### config.mk
export PLATFORM = sky130hd
export DESIGN_NAME = rf_stream_window
export DESIGN_NICKNAME = d
export VERILOG_FILES = /design/src/rtl/rf_stream_window.sv
export SDC_FILE = /design/constraint.sdc
export NUM_CORES = 2
export LEC_CHECK = 0
export ABC_CLOCK_PERIOD_IN_PS = 16800
export CORE_UTILIZATION = 30
export CTS_CLUSTER_SIZE = 25
export DETAILED_ROUTE_END_ITERATION = 6
export SYNTH_ARGS = -nofsm -noshare
export SYNTH_HDL_FRONTEND = slang
export SYNTH_SLANG_ARGS = --single-unit
### constraint.sdc
create_clock -name clk -period 16.8 [get_ports clk]
set_clock_uncertainty 0.15 [all_clocks]
set_input_delay 5.04 -clock clk [delete_from_list [all_inputs] [get_ports clk]]
set_output_delay 5.04 -clock clk [all_outputs]
set_load 0.02 [all_outputs]
### src/rtl/rf_stream_window.sv
`default_nettype none
// +--------------------------------------------------------------------------+
// | rf_stream_window                                                         |
// | Streaming F x F x D receptive-field generator fed one raster-order pixel |
// | per beat; windows leave on a valid/ready port at a configurable stride.  |
// | Optional: RF_STREAM_COORD_EN adds registered out_row/out_col ports.      |
// | Revision: 1.0                                                            |
// +--------------------------------------------------------------------------+
module rf_stream_window #(
    parameter int DATA_WIDTH = 16,
    parameter int D          = 1,
    parameter int H          = 32,
    parameter int W          = 32,
    parameter int F          = 5,
    parameter int STRIDE     = 1
) (
    input  logic                         clk,
    input  logic                         reset_n,
    input  logic [D*DATA_WIDTH-1:0]      in_pixel,
    input  logic                         in_valid,
    output logic                         in_ready,
    output logic [D*F*F*DATA_WIDTH-1:0]  out_window,
    output logic                         out_valid,
    input  logic                         out_ready,
    output logic                         frame_done
`ifdef RF_STREAM_COORD_EN
    ,
    output logic [$clog2(H)-1:0]         out_row,
    output logic [$clog2(H)-1:0]         out_col
`endif
);

    localparam int PXW  = D * DATA_WIDTH;
    localparam int WINW = D * F * F * DATA_WIDTH;
    localparam int RW   = $clog2(H);
    localparam int CW   = $clog2(W);
    localparam int PW   = (STRIDE > 1) ? $clog2(STRIDE) : 1;

    localparam logic [RW-1:0] c_row_last  = RW'(H - 1);
    localparam logic [RW-1:0] c_row_first = RW'(F - 1);
    localparam logic [CW-1:0] c_col_last  = CW'(W - 1);
    localparam logic [CW-1:0] c_col_first = CW'(F - 1);
    localparam logic [PW-1:0] c_ph_last   = PW'(STRIDE - 1);

    logic [RW-1:0]   r_row;
    logic [CW-1:0]   r_col;
    logic [PW-1:0]   r_rph;
    logic [PW-1:0]   r_cph;
    logic [PXW-1:0]  r_lb [F-1][W];
    logic [WINW-1:0] r_win;
    logic [WINW-1:0] w_win_next;
    logic            r_out_valid;
    logic            r_frame_done;

    logic w_acc;
    logic w_col_last;
    logic w_row_last;
    logic w_row_ok;
    logic w_col_ok;
    logic w_win_done;

    assign in_ready   = reset_n && (!r_out_valid || out_ready);
    assign w_acc      = in_valid && in_ready;
    assign w_col_last = (r_col == c_col_last);
    assign w_row_last = (r_row == c_row_last);
    // Phase counters hold (pos - (F-1)) % STRIDE once pos has reached F-1.
    assign w_row_ok   = (r_row >= c_row_first) && (r_rph == '0);
    assign w_col_ok   = (r_col >= c_col_first) && (r_cph == '0);
    assign w_win_done = w_row_ok && w_col_ok;

    assign out_window = r_win;
    assign out_valid  = r_out_valid;
    assign frame_done = r_frame_done;

    // Line buffer l holds row (r-1-l) at every column.
    always_ff @(posedge clk) begin
        if (w_acc) begin
            r_lb[0][r_col] <= in_pixel;
            for (int l = 1; l < F - 1; l++) begin
                r_lb[l][r_col] <= r_lb[l-1][r_col];
            end
        end
    end

    always_comb begin
        w_win_next = r_win;
        for (int k = 0; k < D; k++) begin
            for (int i = 0; i < F; i++) begin
                for (int j = 0; j < F - 1; j++) begin
                    w_win_next[((k*F+i)*F+j)*DATA_WIDTH +: DATA_WIDTH] =
                        r_win[((k*F+i)*F+j+1)*DATA_WIDTH +: DATA_WIDTH];
                end
            end
            for (int i = 0; i < F - 1; i++) begin
                w_win_next[((k*F+i)*F+F-1)*DATA_WIDTH +: DATA_WIDTH] =
                    r_lb[F-2-i][r_col][k*DATA_WIDTH +: DATA_WIDTH];
            end
            w_win_next[((k*F+F-1)*F+F-1)*DATA_WIDTH +: DATA_WIDTH] =
                in_pixel[k*DATA_WIDTH +: DATA_WIDTH];
        end
    end

    always_ff @(posedge clk) begin
        if (!reset_n) begin
            r_row        <= '0;
            r_col        <= '0;
            r_rph        <= '0;
            r_cph        <= '0;
            r_win        <= '0;
            r_out_valid  <= 1'b0;
            r_frame_done <= 1'b0;
        end else begin
            if (w_acc) begin
                r_win <= w_win_next;
                if (w_col_last) begin
                    r_col <= '0;
                    r_cph <= '0;
                    if (w_row_last) begin
                        r_row <= '0;
                        r_rph <= '0;
                    end else begin
                        r_row <= r_row + 1'b1;
                        if (r_row >= c_row_first) begin
                            r_rph <= (r_rph == c_ph_last) ? '0 : r_rph + 1'b1;
                        end
                    end
                end else begin
                    r_col <= r_col + 1'b1;
                    if (r_col >= c_col_first) begin
                        r_cph <= (r_cph == c_ph_last) ? '0 : r_cph + 1'b1;
                    end
                end
            end
            if (w_acc && w_win_done) begin
                r_out_valid <= 1'b1;
            end else if (out_ready) begin
                r_out_valid <= 1'b0;
            end
            r_frame_done <= w_acc && w_col_last && w_row_last;
        end
    end

`ifdef RF_STREAM_COORD_EN
    logic [RW-1:0] r_orow_cnt;
    logic [RW-1:0] r_ocol_cnt;
    logic [RW-1:0] r_out_row;
    logic [RW-1:0] r_out_col;

    assign out_row = r_out_row;
    assign out_col = r_out_col;

    always_ff @(posedge clk) begin
        if (!reset_n) begin
            r_orow_cnt <= '0;
            r_ocol_cnt <= '0;
            r_out_row  <= '0;
            r_out_col  <= '0;
        end else if (w_acc) begin
            if (w_win_done) begin
                r_out_row <= r_orow_cnt;
                r_out_col <= r_ocol_cnt;
            end
            if (w_col_last) begin
                r_ocol_cnt <= '0;
                if (w_row_last) begin
                    r_orow_cnt <= '0;
                end else if (w_row_ok) begin
                    r_orow_cnt <= r_orow_cnt + 1'b1;
                end
            end else if (w_col_ok) begin
                r_ocol_cnt <= r_ocol_cnt + 1'b1;
            end
        end
    end
`endif

endmodule
`default_nettype wire

==> impl_metrics.csv <==
group,metric,value,unit
sta,least_margin_pin_slew,1403,ps
sta,fin_crit,11750,ps
synthesis,ys_warns,0,
sta,f_max,85.12,MHz
power_and_ir_drop,power_share_of_the_sequential_group,52.9,%
floorplanning,core_area,312200,um2
route,first_iter_violations,6097,
power_and_ir_drop,power_per_standard_cell_area,118.2,nW/um2
synthesis,synth_async_sr_flop_share,0,%
finish,syn_to_final_growth,15.58,%
flow_run,maxCapViolations,0,
grt,grt.busiest_layer,"met2",
sta,setup-tns-final,0,ps
power_and_ir_drop,cellInternalPower,9.986,mW
clocking,cts_resized,0,
floorplanning,chipWidth,562.4,um
grt,global_route_wire_length_before_repair,372700,um
clocking,post-cts-setup-buffer-count,0,
synthesis,avgSynthCellArea,15.39,um2
worst_setup_path,critical_path_class,"in -> out",
finish,seqCellArea,69750,um2
worst_setup_path,cpLargestDelayFamily,"buffers and inverters",
grt,use_met3,3.334,%
worst_setup_path,critical_path.max_fanout,5,
synthesis,synth_enable_flop_cells,2048,
route,drtPass1Iterations,6,
clocking,cts_hold_repair.buffers,0,
synthesis,synthCells,6121,
route,drtAntennaViolNets,0,
clocking,clk-insertion-delay-late,890,ps
sta,final_cycle_utilization_of_the_critical_path,69.93,%
placed_design,placement.setup.worst_slack,5062,ps
grt,grt_overflow,0,
worst_setup_path,crit_path_start_kind,"input port",
synthesis,post_synth_instance_area,94220,um2
worst_setup_path,critPathCaptureType,"primary output",
route,post_drt_wl_per_cell,25.05,um
placed_design,hpwlAfterDp,146000,um
worst_setup_path,slowest_delay,600,ps
route,vias,53481,
placed_design,gp_congestion,0.7997,
clocking,cts.path.max_buffers,3,
grt,grt_antenna_before_repair,19,
synthesis,synth.yosys.seq_area_share,74.03,%
floorplanning,starting_density_of_the_core,30.18,%
grt,number_of_global_route_vias_before_repair,51799,
route,wl,265500,um
clocking,cts_made_buffers,238,
placed_design,io_buffers,422,
power_and_ir_drop,cellLeakagePower,35.27,nW
power_and_ir_drop,netSwitchingFraction,22.40,%
worst_setup_path,cpMostUsedCell,"clkdlybuf4s50_1",
grt,met1_usage,21.24,%
worst_setup_path,cp_data_required_time,11610,ps
grt,global_route.usage.met2,26.60,%
sta,slew_viol_final,0,
worst_setup_path,critical_path_buf_inv_count,2,
sta,slew_headroom,6.249,%
floorplanning,dieArea,316300,um2
power_and_ir_drop,switching_power,2.883,mW
power_and_ir_drop,power.clock.fraction,41.2,%
synthesis,syn-num-nets,6149,
synthesis,register_bit_count_reported_by_yosys,2460,
power_and_ir_drop,combinationalPowerShare,5.9,%
synthesis,ys.flop_type,"edfxtp_1",
finish,multiInputGateArea,20720,um2
sta,finalHoldViolations,0,
worst_setup_path,crit_path_top_delay_cell,"clkdlybuf4s50_1",
worst_setup_path,crit_path_cell_trace,"clkdlybuf4s50_1, nand2b_1, and2_1, clkdlybuf4s50_1",
finish,layout.nets,6272,
clocking,root_buffer,"clkbuf_16",
grt,grt_start_max_net_pins,165,
synthesis,synth_cell_types,42,
clocking,count_of_h_tree_levels_built_during_cts,4,
run_status,run_status,"completed",
power_and_ir_drop,fin_total_pwr,12.87,mW
clocking,clk_pin_slew,60,ps
floorplanning,ios,423,
finish,final.fill_count,29276,
hold_path,hp-class,"reg -> reg",
route,via_per_inst,5.045,
floorplanning,die_height,562.4,um
floorplanning,rows,205,
route,route.detailed.drc,0,
grt,grtUsageTotal,16.16,%
worst_setup_path,rrSetupSlack,11120,ps
clocking,cts_num_sinks,2460,
clocking,cts_tree,"built",
sta,hold_slack,299.4,ps
worst_setup_path,cp_data_arrival_time,6560,ps
sta,setup_slack,5051,ps
finish,drive_above_1_share,9.263,%
sta,rsz_0062_raised_after_global_routing,"false",
sta,setup_violations,0,
power_and_ir_drop,max_rail_drop_vdd,0.0001177,V
==> placed cells by master (no fill, tap or decap), types with 6 or more instances in the layout <==
| cell type | count |
|---|---|
| a31oi_1 | 18 |
| mux2i_1 | 992 |
| clkbuf_1 | 50 |
| nor2_1 | 18 |
| dfxtp_1 | 410 |
| mux4_2 | 16 |
| ha_1 | 8 |
| clkbuf_2 | 7 |
| o22ai_1 | 470 |
| a21oi_1 | 20 |
| edfxtp_1 | 2048 |
| nand3_1 | 342 |
| buf_4 | 146 |
| clkinv_1 | 39 |
| o21ai_0 | 20 |
| nor2_4 | 24 |
| clkbuf_16 | 239 |
| a21o_1 | 48 |
| nand4bb_4 | 6 |
| and3_1 | 52 |
| clkdlybuf4s50_1 | 421 |
| bufinv_16 | 17 |
| clkbuf_8 | 24 |
| nand2_1 | 743 |
| clkinv_2 | 51 |
| nor4_1 | 128 |
| o22ai_2 | 10 |
==> stage by stage <==
step / instance area, um2 / utilization (%) / instances
after floorplan: 94220 / - / 6121
final: 108900 / 34.89 / 10600
after global routing: 108900 / 34.88 / 10596
after detailed placement: 101100 / 32.38 / 10143
after global placement: 101100 / 32.38 / 10143
after CTS: 108900 / 34.88 / 10595
==> cell type report <==
cell class	instances	share of cell area, %
Sequential cell	2460	64.05
Antenna cell	4	0.009191
Multi-Input combinational cell	2966	19.03
Tap cell	4140	4.756
Inverter	4	0.01379
Timing Repair Buffer	574	4.986
Clock inverter	129	1.135
Clock buffer	323	6.020
==> tightest hold or removal path, cell delays in order (launching register included) <==
cell and delay, ps:
dfxtp_1 320, nand2_1 50, nand2_1 40
==> metal layers <==
layer  wire length, um  part of all wire, %
met1            109000                   41
met2            125600                   47
met3             22980                  8.7
met4              7869                  3.0
met5                95                0.036
==> power by group through the flow <==
stage | combinational, mW | clock [mW] | sequential [mW]
finish | 0.760 | 5.30 | 6.81
global route | 0.801 | 5.61 | 6.81
CTS | 0.757 | 5.37 | 6.81
detailed placement | 0.755 | 0 | 6.94
global placement | 0.739 | 0 | 6.93
floorplan | 0.491 | 0 | 6.90
==> cells in the mapped netlist (all sizes together), types with 18 or more instances <==
cell / n / area [um2]
nor2: 42 / 157.7
a21oi: 20 / 100.1
a21o: 48 / 360.4
clkbuf: 174 / 653.1
o21ai: 21 / 105.1
nor4: 128 / 800.8
buf: 517 / 3460
nand2: 747 / 2804
o22ai: 480 / 3065
edfxtp: 2048 / 61500
mux2i: 992 / 9930
dfxtp: 412 / 8248
nand3: 343 / 1717
a31oi: 18 / 112.6
and3: 57 / 356.6
==> sequential cells by signal, summed over array words and instances, names as in the netlist <==
name / cells
r_col: 5
r_lb: 2048
r_row: 5
out_window: 400
out_valid: 1
frame_done: 1
==> path summary, 6_finish.rpt <==
path | from | endpoint | depth (start not counted)
worst max-delay path | out_ready | in_ready | 4
worst min-delay path | out_window[352]$_SDFFE_PN0P_ | out_window[336]$_SDFFE_PN0P_ | 2
worst max register to register | r_col[1]$_SDFFE_PN0P_ | r_lb[2][221]$_DFFE_PP_ | 6
worst min register to register | out_window[352]$_SDFFE_PN0P_ | out_window[336]$_SDFFE_PN0P_ | 2
==> logic make-up after synthesis <==
kind of cell / count (synthesis) / synth area share (%)
buf+inv: 695 / 4.381
compound gates: 592 / 4.013
simple gates: 1358 / 6.553
flops: 2460 / 74.03
mux: 1008 / 10.92
fa+ha+maj: 8 / 0.1062
Note: power is estimated with default switching activity, not from simulation.
